`src/rtl/picorv_pcpi_mul.sv`:
```
`default_nettype none
// ============================================================================
//  Module      : picorv_pcpi_mul
//  Description : Iterative PCPI multiplier for the RV M-extension MUL, MULH,
//                MULHSU and MULHU instructions. It forms the magnitude product
//                by shift-add (one multiplier bit per cycle, XLEN cycles) and
//                negates the result when the operand signs differ.
//  Revision    : 1.0 - initial release
// ============================================================================
module picorv_pcpi_mul #(
  parameter int XLEN = 32,
  parameter int ILEN = 32   // must be at least 32; only bits [31:0] are decoded
) (
  input  logic            clock,
  input  logic            resetn,
  input  logic            pcpi_valid,
  input  logic [ILEN-1:0] pcpi_insn,
  input  logic [XLEN-1:0] pcpi_rs1_data,
  input  logic [XLEN-1:0] pcpi_rs2_data,
  output logic            pcpi_ready,
  output logic            pcpi_wb_write,
  output logic [XLEN-1:0] pcpi_wb_data,
  output logic            pcpi_br_enable,
  output logic [XLEN-1:0] pcpi_br_nextpc,
  output logic            busy
);

  localparam int c_CNT_W = $clog2(XLEN) + 1;
  localparam logic [c_CNT_W-1:0] c_LAST = c_CNT_W'(XLEN - 1);

  typedef enum logic [1:0] {
    S_IDLE  = 2'd0,
    S_CALC  = 2'd1,
    S_DONE  = 2'd2,
    S_GUARD = 2'd3
  } state_t;

  state_t              r_state;
  state_t              w_state_next;
  logic [c_CNT_W-1:0]  r_cnt;

  // Shift-add datapath: r_ma is the left-shifting multiplicand, r_mb the
  // right-shifting multiplier, r_acc the running magnitude product.
  logic [2*XLEN-1:0]   r_ma;
  logic [XLEN-1:0]     r_mb;
  logic [2*XLEN-1:0]   r_acc;
  logic                r_neg;
  logic                r_is_mul;

  logic                w_insn_ok;
  logic                w_accept;
  logic                w_calc_last;
  logic                w_a_signed;
  logic                w_b_signed;
  logic                w_a_neg;
  logic                w_b_neg;
  logic [XLEN-1:0]     w_a_mag;
  logic [XLEN-1:0]     w_b_mag;
  logic [2*XLEN-1:0]   w_prod;
  logic                w_unused_insn;

  // Decode: OP opcode, funct7 = MULDIV, funct3 in 000..011 (bit 14 clear).
  assign w_insn_ok = (pcpi_insn[6:0] == 7'b0110011) &&
                     (pcpi_insn[31:25] == 7'b0000001) &&
                     (pcpi_insn[14] == 1'b0);
  assign w_accept  = (r_state == S_IDLE) && pcpi_valid && w_insn_ok;

  // rs1 is signed for MULH (001) and MULHSU (010); rs2 only for MULH.
  assign w_a_signed = pcpi_insn[13] ^ pcpi_insn[12];
  assign w_b_signed = ~pcpi_insn[13] & pcpi_insn[12];
  assign w_a_neg    = w_a_signed & pcpi_rs1_data[XLEN-1];
  assign w_b_neg    = w_b_signed & pcpi_rs2_data[XLEN-1];
  // The most negative value maps onto itself, which is its correct unsigned magnitude.
  assign w_a_mag    = w_a_neg ? ({XLEN{1'b0}} - pcpi_rs1_data) : pcpi_rs1_data;
  assign w_b_mag    = w_b_neg ? ({XLEN{1'b0}} - pcpi_rs2_data) : pcpi_rs2_data;

  assign w_calc_last = (r_cnt == c_LAST);
  assign w_prod      = r_neg ? ({(2*XLEN){1'b0}} - r_acc) : r_acc;

  // Register and rd fields are don't-care for this unit.
  assign w_unused_insn = ^{pcpi_insn[24:15], pcpi_insn[11:7]};

  // State register with synchronous active-low reset.
  always_ff @(posedge clock) begin
    if (!resetn) r_state <= S_IDLE;
    else         r_state <= w_state_next;
  end

  // Next-state logic and handshake outputs; everything else is gated to zero.
  always_comb begin
    w_state_next  = r_state;
    pcpi_ready    = 1'b0;
    pcpi_wb_write = 1'b0;
    pcpi_wb_data  = '0;
    busy          = 1'b0;
    case (r_state)
      S_IDLE: begin
        if (w_accept) w_state_next = S_CALC;
      end
      S_CALC: begin
        busy = 1'b1;
        if (!pcpi_valid)      w_state_next = S_IDLE;
        else if (w_calc_last) w_state_next = S_DONE;
      end
      S_DONE: begin
        busy          = 1'b1;
        pcpi_ready    = 1'b1;
        pcpi_wb_write = 1'b1;
        pcpi_wb_data  = r_is_mul ? w_prod[XLEN-1:0] : w_prod[2*XLEN-1:XLEN];
        w_state_next  = S_GUARD;
      end
      S_GUARD: begin
        w_state_next = S_IDLE;
      end
      default: w_state_next = S_IDLE;
    endcase
  end

  // Iteration counter: cleared on accept, advances once per CALC cycle.
  always_ff @(posedge clock) begin
    if (!resetn)                r_cnt <= '0;
    else if (w_accept)          r_cnt <= '0;
    else if (r_state == S_CALC) r_cnt <= r_cnt + 1'b1;
  end

  // Operand latch and shift-add step; never visible outside DONE, so no reset.
  always_ff @(posedge clock) begin
    if (w_accept) begin
      r_ma     <= {{XLEN{1'b0}}, w_a_mag};
      r_mb     <= w_b_mag;
      r_acc    <= '0;
      r_neg    <= w_a_neg ^ w_b_neg;
      r_is_mul <= (pcpi_insn[13:12] == 2'b00);
    end else if (r_state == S_CALC) begin
      if (r_mb[0]) r_acc <= r_acc + r_ma;
      r_ma <= r_ma << 1;
      r_mb <= r_mb >> 1;
    end
  end

  assign pcpi_br_enable = 1'b0;
  assign pcpi_br_nextpc = '0;

endmodule
`default_nettype wire

```
`config.mk`:
```
export PLATFORM = sky130hd
export DESIGN_NAME = picorv_pcpi_mul
export DESIGN_NICKNAME = d
export VERILOG_FILES = /design/src/rtl/picorv_pcpi_mul.sv
export SDC_FILE = /design/constraint.sdc
export NUM_CORES = 1
export LEC_CHECK = 0
export BUFFER_PORTS_ARGS = -buffer_cell sky130_fd_sc_hd__buf_2
export CAP_MARGIN = 20
export CORE_MARGIN = 3
export CORE_UTILIZATION = 65
export CTS_BUF_LIST = sky130_fd_sc_hd__clkbuf_4 sky130_fd_sc_hd__clkbuf_8
export DETAILED_ROUTE_END_ITERATION = 6
export PLACE_DENSITY = 0.85
export SYNTH_ARGS = -nofsm -noshare
export SYNTH_HDL_FRONTEND = slang
export SYNTH_SLANG_ARGS = --single-unit
```
`constraint.sdc`:
```
create_clock -name clock -period 6.8 [get_ports clock]
set_input_delay 0.68 -clock clock [delete_from_list [all_inputs] [get_ports clock]]
set_output_delay 0.68 -clock clock [all_outputs]
set_load 0.02 [all_outputs]
```
==> results of run 1 <==
==> layer usage <==
| metal | track usage | vias to the layer above |
|---|---|---|
| met3 | 0.05421 | 49 |
| met5 | 0 | - |
| met4 | 0.08787 | 0 |
| li1 | - | 6115 |
| met2 | 0.4810 | 530 |
| met1 | 0.4198 | 5737 |
==> cells by family after synthesis <==
kind of cell	Yosys count	share of synthesized area
simple gates	604	0.2068
compound gates	483	0.2199
xor+xnor	178	0.1163
flops	170	0.3032
buf+inv	164	0.05545
fa+ha+maj	74	0.06964
mux	38	0.02838
other cells	1	0.0002798
==> worst max-delay path by stage <==
stage | startpoint | end | slack (ns)
floorplan | r_acc[30] | pcpi_wb_data[29] | 2.97
global placement | r_ma[1] | r_acc[63] | 2.36
detailed placement | r_ma[1] | r_acc[63] | 2.39
CTS | r_acc[7] | pcpi_wb_data[29] | 2.02
global route | r_acc[7] | pcpi_wb_data[29] | 1.83
finish | r_acc[7] | pcpi_wb_data[29] | 2.04
==> area by class of cell <==
type	count	share of cell area
clock inverter	11	0.006120
inverter	40	0.01049
timing repair buffer	127	0.04599
sequential	170	0.2840
multi-input combinational	1410	0.6105
tap	265	0.02317
clock buffer	21	0.01976
==> stage by stage <==
step                power [mW]  instance area [um^2]  worst slack (ns)
floorplan                3.987                 13520             2.971
global placement         4.612                 13940             2.362
detailed placement       4.684                 13940             2.387
CTS                      5.377                 14310             2.019
global route             5.869                 14310             1.834
finish                   5.452                 14310             2.040
==> flip-flops by register name, summed over array words and instances (netlist names), named ones only <==
signal and count:
r_mb 32, r_state 1, r_acc 64, r_ma 64
r_is_mul 1, r_cnt 6, r_neg 1
==> power by group through the flow <==
stage / Combinational (mW) / Clock (mW) / Sequential, mW
2_1_floorplan: 2.42 / 0 / 1.57
3_3_place_gp: 2.88 / 0 / 1.73
3_5_place_dp: 2.94 / 0 / 1.74
4_1_cts: 2.96 / 0.698 / 1.72
5_1_grt: 3.36 / 0.742 / 1.76
6_report: 3.02 / 0.692 / 1.74
==> worst reg2reg max path, delay by kind of cell, from the launching register on <==
| kind | cells | cell delay [ns] |
|---|---|---|
| compound gates | 10 | 3.34 |
| fa+ha+maj | 1 | 0.35 |
| flops | 1 | 0.54 |
| simple gates | 1 | 0.15 |
==> placed cells by master (no fill, tap or decap), types with 14 or more instances in the layout <==
master,n
nand2_1,283
a21oi_1,167
o21ai_0,142
nor2_1,119
buf_2,118
xnor2_1,113
dfxtp_1,104
ha_1,72
edfxtp_1,66
xor2_1,65
a21o_1,41
inv_1,40
mux2i_1,38
conb_1,33
nand3_1,29
nor3_1,26
o211a_1,24
nand4_1,20
clkbuf_8,20
o31ai_1,19
nor4_1,18
or3_1,15
and2_1,15
and3_1,14
a31oi_1,14
o21bai_1,14
==> impl_metrics.json, run 1 <==
{
  "fin_crit_sh": 0.6999,
  "r2r_start": "r_ma[1]",
  "reg2reg_depth": 12,
  "core_um2": 19850,
  "path_max_fanout": 7,
  "cts_sinks": 170,
  "clockRootBuffer": "clkbuf_8",
  "cts_setup_buffers": 0,
  "holdCritStartpoint": "resetn",
  "area_delta_synth_final_pct": 6.777,
  "power.internal_mw": 2.895,
  "holdWs_ns": 0.4586,
  "grt_max_degree": 74,
  "crit_chain": "or4_4, nor4_2, nor3b_1, nand4_1, or4_4, nand2b_4, or2_4, o31ai_4, xnor2_1, o211a_1, buf_2",
  "grt_pass1_wl_um": 55100,
  "power_frac_comb": 0.554,
  "hold_path_class": "primary input to register",
  "hold_violations": 0,
  "powerDensity_nw_per_um2": 380.9,
  "cts_buffers": 17,
  "firstDrtPassIters": 5,
  "arrival_ns": 4.08,
  "multi_input_area_um2": 8737,
  "clkSlewWorstSetupHoldPaths_ns": 0.09,
  "cap_violations": 0,
  "post-route-min-period_ns": 4.760,
  "synthDistinctLibCells": 68,
  "rrSetupSlack_ns": 2.32,
  "clkPwrFrac": 0.127,
  "vias": 12430,
  "yosys_warnings": 0,
  "cts.htree.levels": 4,
  "worst_setup_path_end_kind": "primary output",
  "crit_type": "register to primary output",
  "synth_edf_count": 66,
  "synth-seq-cells": 170,
  "crit_family": "simple AND/OR/NAND/NOR gates",
  "p_switching_mw": 2.557,
  "cts_tree": "yes",
  "slew_headroom": 0.3423,
  "top_layer_used": "met4",
  "min_path_cells": 3,
  "crit_top_cell": "or4_4",
  "timing.setup.tns_ns": 0,
  "ys.flop_type": "dfxtp_1",
  "yosysTopAreaCellShare": 0.1553,
  "start_util": 0.6754,
  "setup_viol": 0,
  "syn_inst": 1712,
  "routed_wl_um": 34310,
  "dp_hpwl_um": 25670,
  "async_flop_share": 0,
  "vias_per_cell": 6.082,
  "fill_cells": 1632,
  "overflow": 0,
  "instances_no_fill": 2044,
  "ir_drop_mv": 0.1699,
  "drive_above_1_share": 0.1040,
  "met3_length_um": 3371,
  "path_depth": 11,
  "nNetsFinal": 1939,
  "slowest_delay_ns": 0.60,
  "final-max-slew-violation-count": 0,
  "fin_util": 0.7211,
  "rsz0062_at_grt": "no",
  "drtIter0Drc": 1088,
  "port_buffers": 118,
  "die_w_um": 149.6,
  "antenna_cells": 0,
  "tightestPinTransition_ns": 0.9775,
  "regArea_um2": 4064,
  "slowest_stage": "or4_4",
  "syn_area_per_cell_um2": 7.829,
  "ctsResizeCount": 0,
  "netlist_top_cells_area": "dfxtp_1 (16%), edfxtp_1 (15%), nand2_1 (8.0%)",
  "place.gp.congestion": 0.9999,
  "p_seq_frac": 0.319,
  "p_leak_nw": 6.194,
  "r2r-end": "r_acc[63]",
  "met2WireLength_um": 15490,
  "seq_area_frac_synth": 0.3032,
  "drc": 0,
  "die_h_um": 149.6,
  "pin_count": 167,
  "synth_common_cells": "nand2_1 (284), a21oi_1 (167), o21ai_0 (142)",
  "netlist_area_um2": 13400,
  "wl_met1_um": 14790,
  "worst_setup_path_start_kind": "register",
  "min_to": "r_state[0]",
  "p_sw_frac": 0.4690,
  "status": "complete, no violations",
  "grt_antenna_before_repair": 0,
  "antenna_left": 0,
  "fmax_mhz": 210.1,
  "fp-row-count": 51,
  "critPathRequiredTime_ns": 6.12,
  "dp_cells": 2012,
  "synth.most_common_cell": "nand2_1",
  "grt_usage": 0.3011,
  "clk_path_buf_depth": 2,
  "yosysTopAreaCell": "dfxtp_1",
  "design.die.area_um2": 22380,
  "wl_per_cell_um": 16.78,
  "grt_pass1_vias": 11360,
  "clock_skew_ns": 0.02470,
  "holdBufCountCts": 0,
  "clkLatencyLatePin_ns": 0.48,
  "cp_num_buf_inv": 1
}
No activity file was read; power rests on OpenSTA's default activity.
==> run 2, diff against run 1 <==
--- a/config.mk
+++ b/config.mk
@@ -5,13 +5,14 @@
 export SDC_FILE = /design/constraint.sdc
 export NUM_CORES = 1
 export LEC_CHECK = 0
+export ABC_AREA = 1
 export BUFFER_PORTS_ARGS = -buffer_cell sky130_fd_sc_hd__buf_2
 export CAP_MARGIN = 20
 export CORE_MARGIN = 3
-export CORE_UTILIZATION = 65
+export CORE_UTILIZATION = 57
 export CTS_BUF_LIST = sky130_fd_sc_hd__clkbuf_4 sky130_fd_sc_hd__clkbuf_8
 export DETAILED_ROUTE_END_ITERATION = 6
-export PLACE_DENSITY = 0.85
+export PLACE_DENSITY = 0.77
 export SYNTH_ARGS = -nofsm -noshare
 export SYNTH_HDL_FRONTEND = slang
 export SYNTH_SLANG_ARGS = --single-unit
==> constraint.sdc (replaced) <==
create_clock -name clock -period 4.35 [get_ports clock]
set_input_delay 0.435 -clock clock [delete_from_list [all_inputs] [get_ports clock]]
set_output_delay 0.435 -clock clock [all_outputs]
set_load 0.02 [all_outputs]
==> impl_metrics.json, run 2 <==
{
  "routed_wl_um": 56130,
  "drive_above_1_share": 0.07064,
  "p_leak_nw": 10.40,
  "wl_per_cell_um": 15.83,
  "netlist_area_um2": 17380,
  "met3_length_um": 3772,
  "cts_tree": "yes",
  "design.die.area_um2": 32620,
  "setup_viol": 0,
  "fmax_mhz": 304.0,
  "firstDrtPassIters": 5,
  "cap_violations": 0,
  "antenna_left": 0,
  "die_w_um": 180.6,
  "overflow": 0,
  "place.gp.congestion": 1.020,
  "ys.flop_type": "dfxtp_1",
  "final_common_cell": "nand2_1",
  "clockRootBuffer": "clkbuf_8",
  "fp-row-count": 63,
  "hold_path_class": "primary input to register",
  "pin_count": 167,
  "yosysTopAreaCellShare": 0.2246,
  "crit_start": "r_neg",
  "synthDistinctLibCells": 49,
  "rrSetupSlack_ns": 1.58,
  "netlist_top_cells_area": "nand2_1 (22%), inv_1 (13%), dfxtp_1 (12%)",
  "tightestPinTransition_ns": 0.8325,
  "arrival_ns": 2.85,
  "clkLatencyLatePin_ns": 0.52,
  "grt_pass1_vias": 17430,
  "holdCritStartpoint": "resetn",
  "post_dp_cell_area_um2": 18170,
  "synth_common_cells": "nand2_1 (1040), inv_1 (604), nor2_1 (300)",
  "grt_antenna_before_repair": 0,
  "port_buffers": 118,
  "status": "complete, no violations",
  "vias_per_cell": 5.379,
  "async_flop_share": 0,
  "dp_hpwl_um": 45230,
  "cts_setup_buffers": 0,
  "vias": 19080,
  "antenna_cells": 0,
  "r2r_start": "r_ma[0]",
  "yosysTopAreaCell": "nand2_1",
  "clk_path_buf_depth": 2,
  "nNetsFinal": 3317,
  "synth_edf_count": 66,
  "ctsResizeCount": 0,
  "timing.setup.tns_ns": 0,
  "hold_violations": 0,
  "ir_drop_mv": 0.3293,
  "post-route-min-period_ns": 3.289,
  "core_um2": 29870,
  "area_delta_synth_final_pct": 6.976,
  "seq_area_frac_synth": 0.2338,
  "syn_area_per_cell_um2": 5.681,
  "final-max-slew-violation-count": 0,
  "synth.most_common_cell": "nand2_1",
  "slew_headroom": 0.4444,
  "rsz0062_at_grt": "no",
  "met2WireLength_um": 25120,
  "crit_type": "register to primary output",
  "critPathRequiredTime_ns": 3.91,
  "grt_pass1_wl_um": 89270,
  "syn_inst": 3059,
  "cts.htree.levels": 4,
  "drtIter0Drc": 1863,
  "powerDensity_nw_per_um2": 570.2,
  "drc": 0,
  "clkSlewWorstSetupHoldPaths_ns": 0.10,
  "design_area_um2": 18590,
  "path_max_fanout": 68,
  "top_layer_used": "met4",
  "synth-seq-cells": 170,
  "fin_crit_sh": 0.7561,
  "fill_cells": 3073,
  "cts_buffers": 17,
  "die_h_um": 180.6,
  "grt_max_degree": 69,
  "top_regs": "r_acc: 64 flops, r_ma: 64 flops, r_mb: 32 flops",
  "holdBufCountCts": 0,
  "worst_setup_path_end_kind": "primary output",
  "start_util": 0.5817,
  "cts_sinks": 170,
  "clock_skew_ns": 0.02482,
  "wl_met1_um": 24770,
  "worst_setup_path_start_kind": "register",
  "grt_usage": 0.3377,
  "layout_common_cells": "nand2_1 (1039), inv_1 (604), nor2_1 (300)",
  "fin_util": 0.6223,
  "yosys_warnings": 0
}
[run 2: final cells by class]
type                       instances  area, um^2  area share
tap                              390       488.0     0.02625
clock inverter                    15       190.2     0.01023
timing repair buffer             133       703.2     0.03782
inverter                         613        2301      0.1238
clock buffer                      17       234.0     0.01258
sequential                       170        4064      0.2186
multi-input combinational       2209       10610      0.5708
[run 2: path summary, 6_finish.rpt]
kind / to / depth (start not counted)
max: pcpi_wb_data[23] / 7
max reg2reg: r_acc[60] / 16
min reg2reg: r_cnt[1] / 2
min: register / 3
[run 2: power by group]
group / total [mW] / internal [mW] / switching (mW)
registers: 3.00 / 2.21 / 0.788
clock network: 1.27 / 0.581 / 0.684
logic: 6.33 / 2.01 / 4.32
[run 2: through the flow]
stage | hold slack [ns] | setup slack (ns) | std cells | total power, mW
2_1_floorplan | 0.4580 | 1.024 | 3091 | 7.310
4_1_cts | 0.1416 | 1.161 | 3547 | 10.47
3_5_place_dp | 0.4756 | 1.700 | 3515 | 9.176
3_3_place_gp | 0.4695 | 1.732 | 3515 | 9.030
5_1_grt | 0.1506 | 0.9400 | 3547 | 11.51
6_report | 0.1759 | 1.061 | 3547 | 10.60
[run 2: metal layers]
metal,up-vias,global-route usage
met5,-,0
met4,0,0.1409
met3,113,0.04098
met2,766,0.5543
met1,8633,0.4513
li1,9568,-
[run 2: cells by family (layout without fill, tap and decap cells)]
kind of cell / count (synthesis) / after routing / synth area share
AND/OR/NAND/NOR: 1671 / 1671 / 0.3982
buffers and inverters: 712 / 778 / 0.1629
AO/OA/AOI/OAI: 354 / 354 / 0.1122
flip-flops: 170 / 170 / 0.2338
XOR/XNOR: 75 / 75 / 0.03780
adder cells (fa/ha/maj): 74 / 74 / 0.05371
multiplexers: 2 / 2 / 0.001152
other: 1 / 33 / 0.0002158
[run 2: worst max-delay path, stage by stage (launching register included)]
cell and delay, ns:
edfxtp_1 0.40, buf_4 0.63, o21ai_0 0.29, nand2_1 0.11, nand2_1 0.05, o21ai_0 0.57, nor2_1 0.10, buf_2 0.18
